--- config.mk ---
export PLATFORM = sky130hd
export DESIGN_NAME = fetch_queue
export DESIGN_NICKNAME = d
export VERILOG_FILES = /design/src/rtl/fetch_queue_pkg.sv /design/src/rtl/fetch_queue_mem.sv /design/src/rtl/fetch_queue.sv
export SDC_FILE = /design/constraint.sdc
export NUM_CORES = 1
export LEC_CHECK = 0
export CAP_MARGIN = 10
export CORE_ASPECT_RATIO = 0.5
export CORE_MARGIN = 3
export CORE_UTILIZATION = 35
export CTS_BUF_LIST = sky130_fd_sc_hd__clkbuf_4 sky130_fd_sc_hd__clkbuf_8 sky130_fd_sc_hd__clkbuf_16
export DETAILED_ROUTE_END_ITERATION = 10
export PLACE_DENSITY_LB_ADDON = 0.1
export SLEW_MARGIN = 20
export SYNTH_ARGS = -nofsm -noshare
export SYNTH_HDL_FRONTEND = slang
export SYNTH_HIERARCHICAL = 1
export SYNTH_SLANG_ARGS = --single-unit
--- constraint.sdc ---
create_clock -name clk -period 20 [get_ports clk]
set_input_delay 5 -clock clk [delete_from_list [all_inputs] [get_ports clk]]
set_output_delay 5 -clock clk [all_outputs]
set_load 0.05 [all_outputs]
--- src/rtl/fetch_queue_pkg.sv ---
// Shared decode/pipeline definitions used by the fetch queue.
//   - Entry field widths (PC, instruction, fault) and total entry width.
//   - fq_entry_t: packed layout of one queue entry as held in storage.
//   - decode_inst_t: bundle handed from the fetch queue head into decode.
//   - make_entry(): builds a storage entry from raw fetch outputs.
package fetch_queue_pkg;

    localparam int unsigned PC_W    = 32;
    localparam int unsigned INST_W  = 32;
    localparam int unsigned FAULT_W = 1;
    localparam int unsigned ENTRY_W = PC_W + INST_W + FAULT_W;

    typedef struct packed {
        logic [PC_W-1:0]    pc;
        logic [INST_W-1:0]  inst;
        logic [FAULT_W-1:0] fault;
    } fq_entry_t;

    typedef struct packed {
        logic [INST_W-1:0]  instruction;
        logic [PC_W-1:0]    pc;
        logic [FAULT_W-1:0] fault;
    } decode_inst_t;

    // A faulted fetch carries no meaningful instruction, so it is stored as
    // zero to keep garbage from ever reaching decode.
    function automatic fq_entry_t make_entry(input logic [PC_W-1:0]    pc,
                                             input logic [INST_W-1:0]  inst,
                                             input logic [FAULT_W-1:0] fault);
        fq_entry_t e;
        e.pc    = {pc[PC_W-1:2], 2'b00};
        e.inst  = (fault != '0) ? '0 : inst;
        e.fault = fault;
        return e;
    endfunction

endpackage

--- src/rtl/fetch_queue_mem.sv ---
// Entry storage for the fetch queue: DEPTH x ENTRY_W bits.
// Synchronous write, asynchronous read, no reset (contents are only
// observed after being written).
//   clk      - clock
//   wr_en    - write wr_data into wr_addr on the rising edge
//   wr_addr  - write index
//   wr_data  - entry to store
//   rd_addr  - read index
//   rd_data  - entry at rd_addr (combinational)
module fetch_queue_mem
    import fetch_queue_pkg::*;
#(
    parameter int unsigned DEPTH = 4,
    parameter int unsigned AW    = $clog2(DEPTH)
) (
    input  logic               clk,
    input  logic               wr_en,
    input  logic [AW-1:0]      wr_addr,
    input  logic [ENTRY_W-1:0] wr_data,
    input  logic [AW-1:0]      rd_addr,
    output logic [ENTRY_W-1:0] rd_data
);

    logic [ENTRY_W-1:0] mem [DEPTH];

    always_ff @(posedge clk) begin
        if (wr_en) begin
            mem[wr_addr] <= wr_data;
        end
    end

    assign rd_data = mem[rd_addr];

endmodule

--- src/rtl/fetch_queue.sv ---
// Fetch queue between instruction fetch and decode.
// Valid/ready FIFO of (pc, inst, fault) entries with flush.
//   clk, reset_n         - clock, async active-low reset
//   flush                - drop all entries (redirect/exception), highest priority
//   in_valid/in_ready    - push handshake; in_ready depends on registered state only
//   in_pc/in_inst/in_fault - pushed entry; faulted pushes store inst as zero
//   out_valid/out_ready  - pop handshake; out_valid = (count != 0)
//   out_pc/out_inst/out_fault - head entry; hold last shown value while empty
//   count                - occupancy 0..DEPTH
module fetch_queue
    import fetch_queue_pkg::*;
#(
    parameter int unsigned DEPTH = 4,
    parameter int unsigned AW    = $clog2(DEPTH)
) (
    input  logic              clk,
    input  logic              reset_n,
    input  logic              flush,
    input  logic              in_valid,
    output logic              in_ready,
    input  logic [PC_W-1:0]   in_pc,
    input  logic [INST_W-1:0] in_inst,
    input  logic              in_fault,
    output logic              out_valid,
    input  logic              out_ready,
    output logic [PC_W-1:0]   out_pc,
    output logic [INST_W-1:0] out_inst,
    output logic              out_fault,
    output logic [AW:0]       count
);

    localparam logic [AW:0] FULL_CNT = (AW + 1)'(DEPTH);

    logic [AW-1:0] head_q, head_d;
    logic [AW-1:0] tail_q, tail_d;
    logic [AW:0]   count_q, count_d;
    // Holds in_ready low until the first edge after reset release.
    logic          started_q;

    logic          full, empty, push, pop;
    fq_entry_t     wr_entry, rd_entry, hold_q, out_entry;

    assign full      = (count_q == FULL_CNT);
    assign empty     = (count_q == '0);
    assign in_ready  = started_q && !full;
    assign out_valid = !empty;
    assign push      = in_valid && in_ready && !flush;
    assign pop       = out_valid && out_ready && !flush;
    assign count     = count_q;

    assign wr_entry = make_entry(in_pc, in_inst, in_fault);

    fetch_queue_mem #(
        .DEPTH (DEPTH),
        .AW    (AW)
    ) u_mem (
        .clk     (clk),
        .wr_en   (push),
        .wr_addr (tail_q),
        .wr_data (wr_entry),
        .rd_addr (head_q),
        .rd_data (rd_entry)
    );

    always_comb begin
        head_d  = head_q;
        tail_d  = tail_q;
        count_d = count_q;
        if (flush) begin
            head_d  = '0;
            tail_d  = '0;
            count_d = '0;
        end else begin
            if (push) begin
                tail_d = tail_q + 1'b1;
            end
            if (pop) begin
                head_d = head_q + 1'b1;
            end
            unique case ({push, pop})
                2'b10:   count_d = count_q + 1'b1;
                2'b01:   count_d = count_q - 1'b1;
                default: count_d = count_q;
            endcase
        end
    end

    always_ff @(posedge clk or negedge reset_n) begin
        if (!reset_n) begin
            head_q    <= '0;
            tail_q    <= '0;
            count_q   <= '0;
            started_q <= 1'b0;
        end else begin
            head_q    <= head_d;
            tail_q    <= tail_d;
            count_q   <= count_d;
            started_q <= 1'b1;
        end
    end

    // Once the queue drains, the head slot may hold stale data, so remember
    // the last entry shown and keep presenting it while empty.
    always_ff @(posedge clk) begin
        if (out_valid) begin
            hold_q <= rd_entry;
        end
    end

    assign out_entry = out_valid ? rd_entry : hold_q;
    assign out_pc    = out_entry.pc;
    assign out_inst  = out_entry.inst;
    assign out_fault = out_entry.fault;

endmodule

==> impl_metrics.env <==
export IMPL_wire_per_inst_um=18.42
export IMPL_yosysMostFrequentCell="edfxtp_1"
export IMPL_clk_pin_slew_ns=0.07
export IMPL_dp_hpwl_um=12910
export IMPL_fin_tns_setup_ns=0
export IMPL_crit_chain="buf_4 -> mux4_2 -> nand2_1 -> nand2_1 -> clkdlybuf4s50_1"
export IMPL_post_cts_buffers=0
export IMPL_htree_levels=1
export IMPL_die_h_um=138.1
export IMPL_avgSynthCellArea_sq_um=17.56
export IMPL_grt_pass1_wl_um=38840
export IMPL_async_flop_share_pct=2.402
export IMPL_worstSetupPathType="flip-flop to output pin"
export IMPL_antenna_found_initial=0
export IMPL_holdBufCountCts=0
export IMPL_final_util_pct=44.63
export IMPL_ys_warn_count=6
export IMPL_final_nets=920
export IMPL_syn_inst=696
export IMPL_drtIter0Drc=336
export IMPL_rows=47
export IMPL_drv_slew=0
export IMPL_clock_latency_ns=0.56
export IMPL_slew_headroom_pct=33.74
export IMPL_ctsResizeCount=0
export IMPL_drtAntennaViolNets=0
export IMPL_initial_core_util_pct=36.21
export IMPL_worstHoldStart="hold_q[46]"
export IMPL_cts_buffers=31
export IMPL_clkSinkCount=333
export IMPL_path_buf_inv=2
export IMPL_seq_area_frac_synth_pct=76.16
export IMPL_synth_top_cell_area_share_pct=63.88
export IMPL_synth_edff_count=260
export IMPL_firstDrtPassIters=4
export IMPL_design_area_sq_um=15060
export IMPL_dpl_cell_area_sq_um=14060
export IMPL_cp_slowest_cell="buf_4"
export IMPL_die_area_sq_um=37340
export IMPL_grt_pass1_vias=6528
export IMPL_synthDistinctLibCells=33
export IMPL_setup_violations=0
export IMPL_clock_path_buffers=3
export IMPL_synth_ff_type="edfxtp_1"
export IMPL_holdCritPathClass="flip-flop to flip-flop"
export IMPL_max_cap_violations=0
export IMPL_status="finished clean"
export IMPL_synth_top_area_cell="edfxtp_1"
export IMPL_diodes=0
export IMPL_tightest_slew_ns=0.9939
export IMPL_hold_viol_final=0
export IMPL_synth_area_leaders="edfxtp_1 (64%), mux4_2 (12%), dfxtp_1 (11%)"
export IMPL_crit_arrival_ns=3.70
export IMPL_drive_above_1_share_pct=16.25
export IMPL_vias=6104
export IMPL_portBuffers=137
export IMPL_required_ns=15.00
export IMPL_cp_slowest_stage_delay_ns=0.84
export IMPL_rsz0062_at_grt="no"
export IMPL_cts_tree="yes"
export IMPL_viasPerCell=4.559
export IMPL_period_share_pct=43.50
export IMPL_crit_family="buffers and inverters"
export IMPL_clockRootBuffer="clkbuf_16"
export IMPL_syn_to_final_growth_pct=23.25
export IMPL_synthesis_area_sq_um=12220
export IMPL_synth_seq_cells=333
export IMPL_ios=140
export IMPL_wl_um=24670
export IMPL_core_area_sq_um=33750
export IMPL_cp_common_cell="nand2_1"
export IMPL_worst_path_max_fanout=43
export IMPL_grt_max_degree=57
export IMPL_globalplace_congestion=0.6588
export IMPL_skew_ns=0.01444
export IMPL_period_needed_ns=8.699
export IMPL_reg2reg_from="count[0]"
export IMPL_worst_setup_path_end_kind="output pin"
export IMPL_drc=0
export IMPL_crit_start="head_q[0]"
export IMPL_track_usage_pct=13.41
export IMPL_start_kind="flip-flop"
export IMPL_timing_fmax_mhz=115.0
export IMPL_synth_common_cells="edfxtp_1 (260), nand2_1 (195), dfxtp_1 (65), mux4_2 (65), nor2b_1 (35)"
export IMPL_fp_dieW_um=270.3
export IMPL_overflow=0
layout make-up:
class	count	area, sq um
Fill cell	3033	18690
Sequential cell	333	9316
Multi-Input combinational cell	336	2728
Timing Repair Buffer	146	1434
Clock buffer	47	920.9
Tap cell	465	581.8
Clock inverter	11	80.08
Inverter	1	3.754
worst reg2reg max path, stage by stage (launching register included):
cell	delay [ns]
dfrtp_1	0.49
or3b_1	0.19
and3_4	0.24
nor2b_1	0.26
nor3b_2	0.81
buf_4	0.84
stage by stage:
step	hold slack [ns]	worst slack, ns	cells
after detailed placement	0.4252	11.73	1281
after global placement	0.4188	11.73	1281
after CTS	0.4398	11.10	1339
final	0.4352	11.30	1339
after global routing	0.4600	10.93	1339
after floorplan	0.5188	9.169	703
layout by cell type, fill, tap and decap left out, drive strengths merged:
| cell type | n |
|---|---|
| edfxtp | 260 |
| nand2 | 195 |
| clkdlybuf4s50 | 136 |
| dfxtp | 65 |
| mux4 | 65 |
| clkbuf | 47 |
| nor2b | 35 |
| buf | 10 |
| conb | 9 |
| clkinv | 9 |
| dfrtp | 8 |
| nor2 | 7 |
| xor2 | 3 |
| and3 | 2 |
| and2 | 2 |
| xnor2 | 2 |
| nand2b | 2 |
| mux2i | 2 |
| and3b | 2 |
| nor3 | 2 |
| inv | 2 |
| mux2 | 2 |
| or3b | 1 |
| o31ai | 1 |
| nand3 | 1 |
| and4 | 1 |
| fa | 1 |
| bufinv | 1 |
| nor3b | 1 |
routing by layer:
metal / part of all wire [%] / routed length [um] / global-route usage [%]
met1: 45 / 11050 / 17.73
met5: 0 / 0 / 0
met2: 50 / 12370 / 23.25
met4: 1.8 / 449 / 2.635
met3: 3.2 / 793 / 2.666
path summary, 6_finish.rpt:
path / cells past startpoint / slack [ns] / end
max reg2reg: 5 / 16.72 / u_mem/mem[0][13]
max: 5 / 11.30 / out_inst[14]
min in group asynchronous: 1 / 4.73 / count[2]
min reg2reg: 2 / 0.44 / hold_q[46]
min: 2 / 0.44 / hold_q[46]
max in group asynchronous: 1 / 14.97 / head_q[0]
flip-flops by register name, indices dropped and copies added, names as in the netlist:
signal,cells
count,3
head_q,2
started_q,1
tail_q,2
u_mem/mem,260
hold_q,65
cells by family (layout without fill, tap and decap cells):
group | Yosys count | after routing | share of synthesized area [%]
buffers and inverters | 34 | 205 | 1.924
XOR/XNOR | 5 | 5 | 0.4198
other | 2 | 9 | 0.06144
multiplexers | 69 | 69 | 12.36
flip-flops | 333 | 333 | 76.16
AO/OA/AOI/OAI | 1 | 1 | 0.1023
adder cells (fa/ha/maj) | 1 | 1 | 0.1638
AND/OR/NAND/NOR | 251 | 251 | 8.814
Power is not shown: default switching activity piles up to over one toggle a cycle in this logic, so the estimate is an artifact.
